[config.mk]
export PLATFORM = sky130hd
export DESIGN_NAME = dmem_access_ctrl
export DESIGN_NICKNAME = d
export VERILOG_FILES = /design/src/rtl/dmem_access_ctrl.sv
export SDC_FILE = /design/constraint.sdc
export NUM_CORES = 1
export LEC_CHECK = 0
export ABC_AREA = 1
export BUFFER_PORTS_ARGS = -buffer_cell sky130_fd_sc_hd__buf_2
export CORE_MARGIN = 4
export CORE_UTILIZATION = 46
export DETAILED_ROUTE_END_ITERATION = 10
export PLACE_DENSITY = 0.84
export SKIP_LAST_GASP = 1
export SYNTH_ARGS = -nofsm -noshare
export SYNTH_HDL_FRONTEND = slang
export SYNTH_SLANG_ARGS = --single-unit
[constraint.sdc]
create_clock -name clk -period 2 [get_ports clk]
set_clock_uncertainty 0.2 [all_clocks]
set_input_delay 0.4 -clock clk [delete_from_list [all_inputs] [get_ports clk]]
set_output_delay 0.4 -clock clk [all_outputs]
set_load 0.02 [all_outputs]
[src/rtl/dmem_access_ctrl.sv]
// MEM-stage data-memory access sequencer: req/ack handshake, pipeline stall and MEM_WB bubble control.
// Optional build macro DMEM_TIMEOUT_EN adds an abort when the memory does not answer within TIMEOUT_CYC cycles.
module dmem_access_ctrl #(
    parameter int ADDR_W      = 32,
    parameter int DATA_W      = 32,
    parameter int TIMEOUT_CYC = 64
) (
    input  logic              clk,
    input  logic              rst,
    input  logic              ex_mem_valid,
    input  logic              ex_mem_mem_read,
    input  logic              ex_mem_mem_write,
    input  logic [ADDR_W-1:0] ex_mem_addr,
    input  logic [DATA_W-1:0] ex_mem_wdata,
    output logic              mem_req,
    output logic              mem_we,
    output logic [ADDR_W-1:0] mem_addr,
    output logic [DATA_W-1:0] mem_wdata,
    input  logic              mem_ack,
    input  logic [DATA_W-1:0] mem_rdata,
    output logic              stall,
    output logic              mem_wb_bubble,
    output logic [DATA_W-1:0] rdata_out,
    output logic              misalign_err,
    output logic              timeout_err
);

    typedef enum logic [1:0] {
        S_IDLE = 2'd0,
        S_REQ  = 2'd1,
        S_WAIT = 2'd2,
        S_DONE = 2'd3
    } state_t;

    state_t              state_q, state_d;
    logic                we_q, we_d;
    logic [ADDR_W-1:0]   addr_q, addr_d;
    logic [DATA_W-1:0]   wdata_q, wdata_d;
    logic [DATA_W-1:0]   rdata_q, rdata_d;
    logic                timeout_q, timeout_d;
    logic                access_s, aligned_s;
    logic                stall_s, bubble_s, req_s, misalign_s;

    if (TIMEOUT_CYC < 1) begin : g_bad_timeout
        $error("TIMEOUT_CYC must be at least 1");
    end

`ifdef DMEM_TIMEOUT_EN
    localparam int CNT_W = $clog2(TIMEOUT_CYC + 1);
    logic [CNT_W-1:0] cnt_q, cnt_d;
`endif

    assign access_s  = ex_mem_valid & (ex_mem_mem_read | ex_mem_mem_write);
    assign aligned_s = (ex_mem_addr[1:0] == 2'b00);

    // Next-state, request capture and combinational handshake/stall decode
    always_comb begin
        state_d    = state_q;
        we_d       = we_q;
        addr_d     = addr_q;
        wdata_d    = wdata_q;
        rdata_d    = rdata_q;
        timeout_d  = 1'b0;
        stall_s    = 1'b0;
        bubble_s   = 1'b0;
        req_s      = 1'b0;
        misalign_s = 1'b0;
`ifdef DMEM_TIMEOUT_EN
        cnt_d      = cnt_q;
`endif
        case (state_q)
            S_IDLE: begin
                if (access_s) begin
                    bubble_s = 1'b1;
                    if (aligned_s) begin
                        stall_s = 1'b1;
                        we_d    = ex_mem_mem_write;  // read+write resolves to a write
                        addr_d  = ex_mem_addr;
                        wdata_d = ex_mem_wdata;
                        state_d = S_REQ;
`ifdef DMEM_TIMEOUT_EN
                        cnt_d   = {CNT_W{1'b0}};
`endif
                    end else begin
                        misalign_s = 1'b1;
                    end
                end else begin
                    state_d = S_IDLE;
                end
            end
            S_REQ, S_WAIT: begin
                req_s    = 1'b1;
                stall_s  = 1'b1;
                bubble_s = 1'b1;
                if (mem_ack) begin
                    if (!we_q) begin
                        rdata_d = mem_rdata;
                    end else begin
                        rdata_d = rdata_q;
                    end
                    state_d = S_DONE;
                end else begin
`ifdef DMEM_TIMEOUT_EN
                    if (cnt_q == CNT_W'(TIMEOUT_CYC - 1)) begin
                        rdata_d   = DATA_W'(32'hDEADBEEF);
                        timeout_d = 1'b1;
                        state_d   = S_DONE;
                    end else begin
                        cnt_d   = cnt_q + {{(CNT_W-1){1'b0}}, 1'b1};
                        state_d = S_WAIT;
                    end
`else
                    state_d = S_WAIT;
`endif
                end
            end
            S_DONE: begin
                state_d = S_IDLE;
            end
            default: begin
                state_d = S_IDLE;
            end
        endcase
    end

    // State and request registers with synchronous reset
    always_ff @(posedge clk) begin
        if (rst) begin
            state_q   <= S_IDLE;
            we_q      <= 1'b0;
            addr_q    <= {ADDR_W{1'b0}};
            wdata_q   <= {DATA_W{1'b0}};
            rdata_q   <= {DATA_W{1'b0}};
            timeout_q <= 1'b0;
        end else begin
            state_q   <= state_d;
            we_q      <= we_d;
            addr_q    <= addr_d;
            wdata_q   <= wdata_d;
            rdata_q   <= rdata_d;
            timeout_q <= timeout_d;
        end
    end

`ifdef DMEM_TIMEOUT_EN
    // Cycles spent in REQ/WAIT without an acknowledge
    always_ff @(posedge clk) begin
        if (rst) begin
            cnt_q <= {CNT_W{1'b0}};
        end else begin
            cnt_q <= cnt_d;
        end
    end
    assign timeout_err = timeout_q;
`else
    assign timeout_err = 1'b0;
`endif

    // Combinational controls are masked during reset so a dropped request never leaks out
    assign mem_req       = req_s & ~rst;
    assign stall         = stall_s & ~rst;
    assign mem_wb_bubble = bubble_s & ~rst;
    assign misalign_err  = misalign_s & ~rst;
    assign mem_we        = we_q;
    assign mem_addr      = addr_q;
    assign mem_wdata     = wdata_q;
    assign rdata_out     = rdata_q;

endmodule

* Yosys cells after proc, flatten, opt, wreduce, memory -nomap -nowiden *
Cells that the tools add are included.

word-level totals
  flip-flop bits (word level) = 99
  output and inout bits = 102
  input port bits = 102
  logic and storage cells = 35

cells by class
  muxes and demuxes = 13
  bitwise operators = 8
  eq/ne operators = 4
  reductions and logical operators = 5

operator list
  kind                  count
  $mux W1               8
  $pmux W2 S3           1
  $reduce_and A3 Y1     2
  $and A1 B1 Y1         5
  $eq A2 B2 Y1 const B  2
  $logic_not A2 Y1      2
  $mux W2               2
  $pmux W1 S2           2
  $ne A3 B3 Y1 const B  1
  $eq A2 B1 Y1 const B  1
  $not A1 Y1            2
  $reduce_or A2 Y1      1
  $or A1 B1 Y1          1

* Depth between registers and ports, before layout *
Gate-level depths: netlist (run 1).

  word-level depth = 5
  gate-level depth with buffers = 8
  mapped depth without buffers = 7

* Worst setup path before layout (run 1) *
No wires, ideal clock.

  path type = reg-to-output
  from = reg state_q[0]
  to = out stall
  buffers on the path = 2
  stages on the path, launching flop included = 9
  arrival time = 1.413 ns
  setup slack = -0.013 ns
  cells stage by stage = dfxtp_1 > inv_1 > ha_1 > nand3_1 > nor2_2 > buf_6 > buf_6 > nor2_1 > nor2_1

on the way
  longest elaborated chain between the ends = 4
  elaborated cells between the ends (all ways) = 6
  classes of those cells = eq/ne (2); mux (1); bitwise (1); reduce/logical (2)

RTL lines
  element                                       RTL line  source
  from (decl)                                   35        state_t state_q, state_d;
  from (signal assigned)                        136       state_q <= state_d;
  $eq A2 B1 Y1 or $eq A2 B2 Y1 (tied branches)  71        case (state_q)
  $reduce_or A2 Y1                              71
  $pmux W1 S2 *                                 71
  $and A1 B1 Y1 *                               161       assign stall = stall_s & ~rst;
  to (decl)                                     21        output logic stall,

Mark *: on every way between the ends. The rest lies on a longest branch, timed or not.

* Worst setup path in the final report (run 1) *
Same ends and word-level chain as after synthesis.

==> flow_metrics.py, run 1 <==
metrics = {
    "die": {
        "pin_count": 204,
        "die_h_um": 103,
        "fp.coreArea_um2": 8760,
        "start_util_pct": 47.6,
        "num_rows": 34,
        "dieArea_um2": 10700,
        "dieWidth_um": 103,
    },
    "place": {
        "dpl.hpwl_um": 8050,
        "place_ws_ns": 0.125,
        "place_inst": 871,
        "place.gp.congestion": 0.766,
        "numPortBuffers": 202,
    },
    "timing": {
        "timing.hold.ws_ns": 0.0666,
        "maxSlewHeadroom_pct": 58.3,
        "max_slew.worst_pin.slew_ns": 0.626,
        "tns_ns": -0.0333,
        "max_clock_freq_ghz": 0.495,
        "final.min_clock_period_ns": 2.02,
        "post-route-period-util_pct": 101,
        "postLayoutSetupSlackWorst_ns": -0.0189,
        "rsz0062_at_grt": "true",
        "report.final.slew_viol_count": 0,
        "hold_viol": 0,
        "setup_violations": 2,
    },
    "detailed_routing": {
        "drc": 0,
        "wl_per_cell_um": 13.0,
        "drt_wl_total_um": 11600,
        "ant_nets": 0,
        "vias": 4398,
        "first_iter_violations": 139,
        "viasPerCell": 4.93,
        "first_pass_iters": 4,
    },
    "power_and_ir_drop": {
        "p_int_mw": 3.56,
        "power_switching_mw": 2.00,
        "powerDensity_nw_per_um2": 1010,
        "p_clk_share_pct": 24.3,
        "p_seq_share_pct": 42.8,
        "p_leak_nw": 3.03,
        "switching_share_pct": 36.0,
        "ir_drop_mv": 0.623,
        "pwr-share-comb_pct": 33.0,
    },
    "critical_path": {
        "critPathLaunchType": "register",
        "end_kind": "primary output",
        "crit_type": "reg -> out",
        "crit_required_ns": 1.40,
        "crit_fanout": 3,
        "cp.arrival_ns": 1.42,
    },
    "global_routing": {
        "grt-ovfl-total": 0,
        "grt_pass1_wl_um": 18400,
        "antenna_found_initial": 0,
        "grt_max_degree": 99,
        "grt_usage_pct": 21.4,
        "first_global_vias": 4124,
    },
    "cts": {
        "cts_buffer_depth": 2,
        "clk_pin_slew_worst_paths_ns": 0.10,
        "root_buffer": "clkbuf_8",
        "cts_tree": "built",
        "htree_levels": 3,
        "worstSkewPairLatency_ns": 0.35,
        "cts_buffers": 9,
        "clkSinkCount": 99,
    },
    "logic_synthesis": {
        "synth_area_per_cell_um2": 6.97,
        "syn_inst": 598,
        "ys_types": 18,
        "yosysSeqAreaShare_pct": 47.5,
        "synth_nets": 703,
        "synth_seq_cells": 99,
        "synth_area_leaders": "dfxtp_1, nor2_1, nand4_1, inv_1, nand2_1",
        "synth_area_um2": 4170,
        "synth_top_cell_area_share_pct": 47.5,
        "synth_area_leader_cell": "dfxtp_1",
        "ys_warn_count": 0,
    },
    "run_status": {
        "status": "complete, but fails checks",
        "violations": "negative setup slack",
    },
    "final_layout": {
        "drive_gt1_share_pct": 31.8,
        "diodes": 0,
        "postLayoutCoreUtil_pct": 63.1,
        "nets": 884,
        "areaGrowthSynthToFinish_pct": 32.7,
        "final_cells": 892,
    },
    "job": {
        "max_cap_viol_count": 0,
    },
    "min_path": {
        "hold_class": "in -> reg",
    },
}
-- critical path, stage by stage, from the launching register on --
cell and delay (ns):
dfxtp_2 0.35, inv_4 0.07, ha_4 0.15, nand3_4 0.10, nor2_4 0.12, nor2_2 0.04, nor2_2 0.11, buf_6 0.13
-- state kept, by name, summed over array words and instances (netlist names) --
signal and count:
mem_we 1, rdata_out 32, state_q 2, mem_addr 32
mem_wdata 32
-- repair_timing --
item | CTS | global route
gates resized for setup | 15 | 8
pin swaps | 4 | 4
hold buffers | 0 | 0
setup buffers | 2 | 3
endpoints found under the setup margin | 4 | 4
-- Yosys cell counts --
| master | instances |
|---|---|
| buf_6 | 5 |
| buf_2 | 16 |
| conb_1 | 1 |
| o21ai_0 | 32 |
| inv_1 | 70 |
| clkbuf_1 | 10 |
| nor2_1 | 203 |
| dfxtp_1 | 99 |
| inv_2 | 3 |
| nand2_1 | 70 |
| buf_1 | 10 |
| buf_4 | 4 |
| nor2_2 | 1 |
| nand4_1 | 65 |
| or2_2 | 2 |
| ha_1 | 3 |
| a21oi_1 | 2 |
| nand3_1 | 2 |
-- power groups by stage --
stage               logic, mW  registers, mW  clock network [mW]
finish                   1.84           2.38                1.35
global route             2.03           2.41                1.48
CTS                      1.78           2.38                1.39
detailed placement       1.70           2.41                   0
global placement         1.65           2.40                   0
floorplan               0.799           2.72                   0
-- logic make-up after synthesis --
| family | count (synthesis) | share of synthesized area (%) |
|---|---|---|
| buf+inv | 118 | 12.4 |
| other cells | 1 | 0.0899 |
| fa+ha+maj | 3 | 0.900 |
| simple gates | 343 | 35.0 |
| flops | 99 | 47.5 |
| compound gates | 34 | 4.08 |
-- final timing paths --
kind / end / slack, ns / start / cells past startpoint
worst min-delay path: rdata_out[2]$_SDFFE_PP0P_ / 0.07 / mem_rdata[2] / 3
worst min register to register: mem_addr[1]$_SDFFE_PP0P_ / 0.24 / mem_addr[1]$_SDFFE_PP0P_ / 2
worst max-delay path: stall / -0.02 / state_q[0]$_SDFFE_PP0P_ / 7
worst max register to register: rdata_out[27]$_SDFFE_PP0P_ / 0.19 / state_q[0]$_SDFFE_PP0P_ / 7
-- per-layer routing --
metal	GRT usage [%]	wire (um)
met4	6.57	138
met5	0	0
met3	8.05	1250
met2	36.5	5610
met1	25.1	4570
-- cell type report --
| cell class | instances | area (um^2) |
|---|---|---|
| Clock buffer | 13 | 169 |
| Timing Repair Buffer | 215 | 1180 |
| Multi-Input combinational cell | 381 | 1740 |
| Clock inverter | 3 | 45.0 |
| Fill cell | 781 | 3230 |
| Inverter | 73 | 277 |
| Tap cell | 108 | 135 |
| Sequential cell | 99 | 1980 |
-- cell usage in the layout, fill, tap and decap left out, types with 2 or more instances in the layout --
cell type / Yosys / routed
inv_2: 3 / 5
nor2_4: 0 / 4
dfxtp_2: 0 / 2
nand4_1: 65 / 65
buf_2: 16 / 198
clkinvlp_4: 0 / 2
buf_4: 4 / 10
inv_1: 70 / 67
dfxtp_1: 99 / 97
clkbuf_8: 0 / 12
buf_6: 5 / 3
nand2_1: 70 / 70
buf_12: 0 / 4
nor2_2: 1 / 2
nor2_1: 203 / 198
ha_1: 3 / 2
o21ai_0: 32 / 32
-- per-stage QoR --
step	cell area [um^2]	total power, mW
2_1_floorplan	4170	3.51
3_3_place_gp	5210	4.05
3_5_place_dp	5210	4.11
4_1_cts	5490	5.54
5_1_grt	5530	5.91
6_report	5530	5.57
Power figures use the tool's default switching activity.
==> inputs of run 2 (changes only) <==
--- a/config.mk
+++ b/config.mk
@@ -5,7 +5,6 @@
 export SDC_FILE = /design/constraint.sdc
 export NUM_CORES = 1
 export LEC_CHECK = 0
-export ABC_AREA = 1
 export BUFFER_PORTS_ARGS = -buffer_cell sky130_fd_sc_hd__buf_2
 export CORE_MARGIN = 4
 export CORE_UTILIZATION = 46
==> flow_metrics.py, run 2 <==
metrics = {
    "critical_path": {
        "crit_chain": "inv_2 -> ha_4 -> o211a_4 -> nor2_1 -> nor3_1 -> buf_4",
        "critPathLaunchType": "register",
        "startpoint": "state_q[0]$_SDFFE_PP0P_",
        "end_kind": "primary output",
        "crit_path_top_delay_cell": "dfxtp_2",
        "cpPeakStageDelay_ns": 0.34,
        "cp.arrival_ns": 1.45,
        "crit_required_ns": 1.40,
        "crit_type": "reg -> out",
        "worstReg2RegStart": "state_q[0]$_SDFFE_PP0P_",
        "crit_fanout": 3,
    },
    "place": {
        "place_inst": 674,
        "numPortBuffers": 202,
        "dpl.hpwl_um": 8050,
        "place.gp.congestion": 0.764,
    },
    "power_and_ir_drop": {
        "p_leak_nw": 2.54,
        "ir_drop_mv": 0.477,
        "total_power_mw": 4.63,
        "powerDensity_nw_per_um2": 849,
    },
    "logic_synthesis": {
        "yosysMostFrequentCell": "dfxtp_1",
        "synth_area_um2": 4060,
        "ys_types": 28,
        "synth_nets": 507,
        "synth_area_leader_cell": "dfxtp_1",
        "synth_edf_count": 0,
        "synth_area_leaders": "dfxtp_1, o311a_1, a31o_1, nand2_1, a21oi_1",
        "synth_top_cell_area_share_pct": 48.8,
        "async_reset_ff_share_pct": 0,
        "yosysSeqAreaShare_pct": 48.8,
        "syn_inst": 402,
        "synthFlopType": "dfxtp_1",
        "ys_warn_count": 0,
        "synth_seq_cells": 99,
        "synthTopCellsByCount": "dfxtp_1, nand2_1, a31o_1, o311a_1, a21oi_1",
        "synth_area_per_cell_um2": 10.1,
    },
    "timing": {
        "max_clock_freq_ghz": 0.489,
        "hold_viol": 0,
        "maxSlewHeadroom_pct": 62.1,
        "tns_ns": -0.119,
        "report.final.slew_viol_count": 0,
        "postLayoutSetupSlackWorst_ns": -0.0470,
        "max_slew.worst_pin.slew_ns": 0.569,
        "setup_violations": 3,
        "timing.hold.ws_ns": 0.0454,
        "rsz0062_at_grt": "true",
        "post-route-period-util_pct": 102,
        "final.min_clock_period_ns": 2.05,
    },
    "detailed_routing": {
        "drc": 0,
        "wl_per_cell_um": 16.3,
        "vias": 3880,
        "first_iter_violations": 111,
        "ant_nets": 0,
        "viasPerCell": 5.57,
        "first_pass_iters": 5,
        "drt_wl_total_um": 11300,
    },
    "global_routing": {
        "first_global_vias": 3650,
        "grt_usage_pct": 20.7,
        "grt_max_degree": 66,
        "grt_pass1_wl_um": 17300,
        "grt-ovfl-total": 0,
        "antenna_found_initial": 0,
    },
    "run_status": {
        "violations": "negative setup slack",
        "status": "complete, but fails checks",
    },
    "job": {
        "max_cap_viol_count": 0,
    },
    "min_path": {
        "min_from": "ex_mem_wdata[6]",
        "hold_class": "in -> reg",
    },
    "final_layout": {
        "diodes": 0,
        "areaGrowthSynthToFinish_pct": 34.1,
        "regArea_um2": 1980,
        "most-common-layout-cells": "buf_2, dfxtp_1, nand2_1",
        "postLayoutCoreUtil_pct": 63.1,
        "drive_gt1_share_pct": 43.0,
        "nets": 689,
        "final_cells": 697,
        "final_common_cell": "buf_2",
        "multi_input_area_um2": 1820,
        "fillers": 721,
    },
    "cts": {
        "cts_tree": "built",
        "clk_pin_slew_worst_paths_ns": 0.11,
        "cts_buffer_depth": 2,
        "worstSkewPairLatency_ns": 0.35,
        "clkSinkCount": 99,
        "htree_levels": 3,
        "root_buffer": "clkbuf_8",
        "cts_buffers": 9,
    },
    "die": {
        "dieWidth_um": 102,
        "num_rows": 34,
        "fp.coreArea_um2": 8640,
        "dieArea_um2": 10400,
        "start_util_pct": 47.0,
        "die_h_um": 102,
        "pin_count": 204,
    },
}
-- run 2: changes by cell type after synthesis, moves of 4 or more --
| cell | before | now |
|---|---|---|
| nand2_1 | 70 | 64 |
| buf_8 | 0 | 6 |
| o21ai_0 | 32 | 0 |
| a21oi_1 | 2 | 33 |
| buf_6 | 5 | 1 |
| clkbuf_1 | 10 | 25 |
| nand4_1 | 65 | 0 |
| nor2_1 | 203 | 3 |
| o311a_1 | 0 | 63 |
| inv_1 | 70 | 2 |
| buf_1 | 10 | 2 |
| a31o_1 | 0 | 63 |
-- run 2: power breakdown --
| group | total (mW) | switching [mW] | internal (mW) |
|---|---|---|---|
| clock | 1.46 | 0.734 | 0.727 |
| sequential | 2.14 | 0.0560 | 2.09 |
| combinational | 1.02 | 0.616 | 0.408 |
-- run 2: layer usage --
layer	up-vias	share of wire (%)	wire, um	GRT usage, %
met5	-	0	0	0
met4	0	1.7	193	7.27
met3	20	9.2	1040	6.55
met2	155	49	5560	35.6
met1	1803	40	4540	24.2
li1	1902	-	-	-
-- run 2: cells by family after synthesis --
group	synth area share (%)
AO/OA/AOI/OAI	34.7
adder cells (fa/ha/maj)	0.924
buffers and inverters	7.73
flip-flops	48.8
AND/OR/NAND/NOR	7.79
other	0.0923
-- run 2: cell type report --
| type | count | area share [%] |
|---|---|---|
| sequential | 99 | 36.4 |
| tap | 108 | 2.48 |
| inverter | 3 | 0.230 |
| timing repair buffer | 224 | 23.2 |
| clock buffer | 9 | 2.27 |
| multi-input combinational | 247 | 33.4 |
| clock inverter | 7 | 1.95 |
-- run 2: worst paths after layout --
check / endpoint / depth (start not counted) / slack (ns)
worst min register to register: rdata_out[22]$_SDFFE_PP0P_ / 2 / 0.26
worst max-delay path: mem_wb_bubble / 6 / -0.05
worst min-delay path: mem_wdata[6]$_SDFFE_PP0P_ / 2 / 0.05
worst max register to register: mem_wdata[24]$_SDFFE_PP0P_ / 8 / 0.05
-- run 2: stage by stage --
| stage | area [um^2] | worst slack (ns) |
|---|---|---|
| after floorplan | 4070 | 0.144 |
| after CTS | 5420 | -0.0720 |
| after global routing | 5450 | -0.119 |
| after global placement | 5110 | 0.177 |
| final | 5450 | -0.0470 |
| after detailed placement | 5110 | 0.122 |
-- run 2: critical path: cells and delay by family, from the launching register on --
family	cells	cell delay, ns
fa+ha+maj	1	0.14
compound gates	1	0.16
flops	1	0.34
simple gates	2	0.18
buf+inv	2	0.26
-- run 2: what timing repair did --
action / 4_1_cts / 5_1_grt
setup endpoints to repair: 4 / 4
gates resized for setup: 13 / 3
buffers inserted: 5 / 2
pin swaps: 6 / 5
hold buffers: 0 / 0
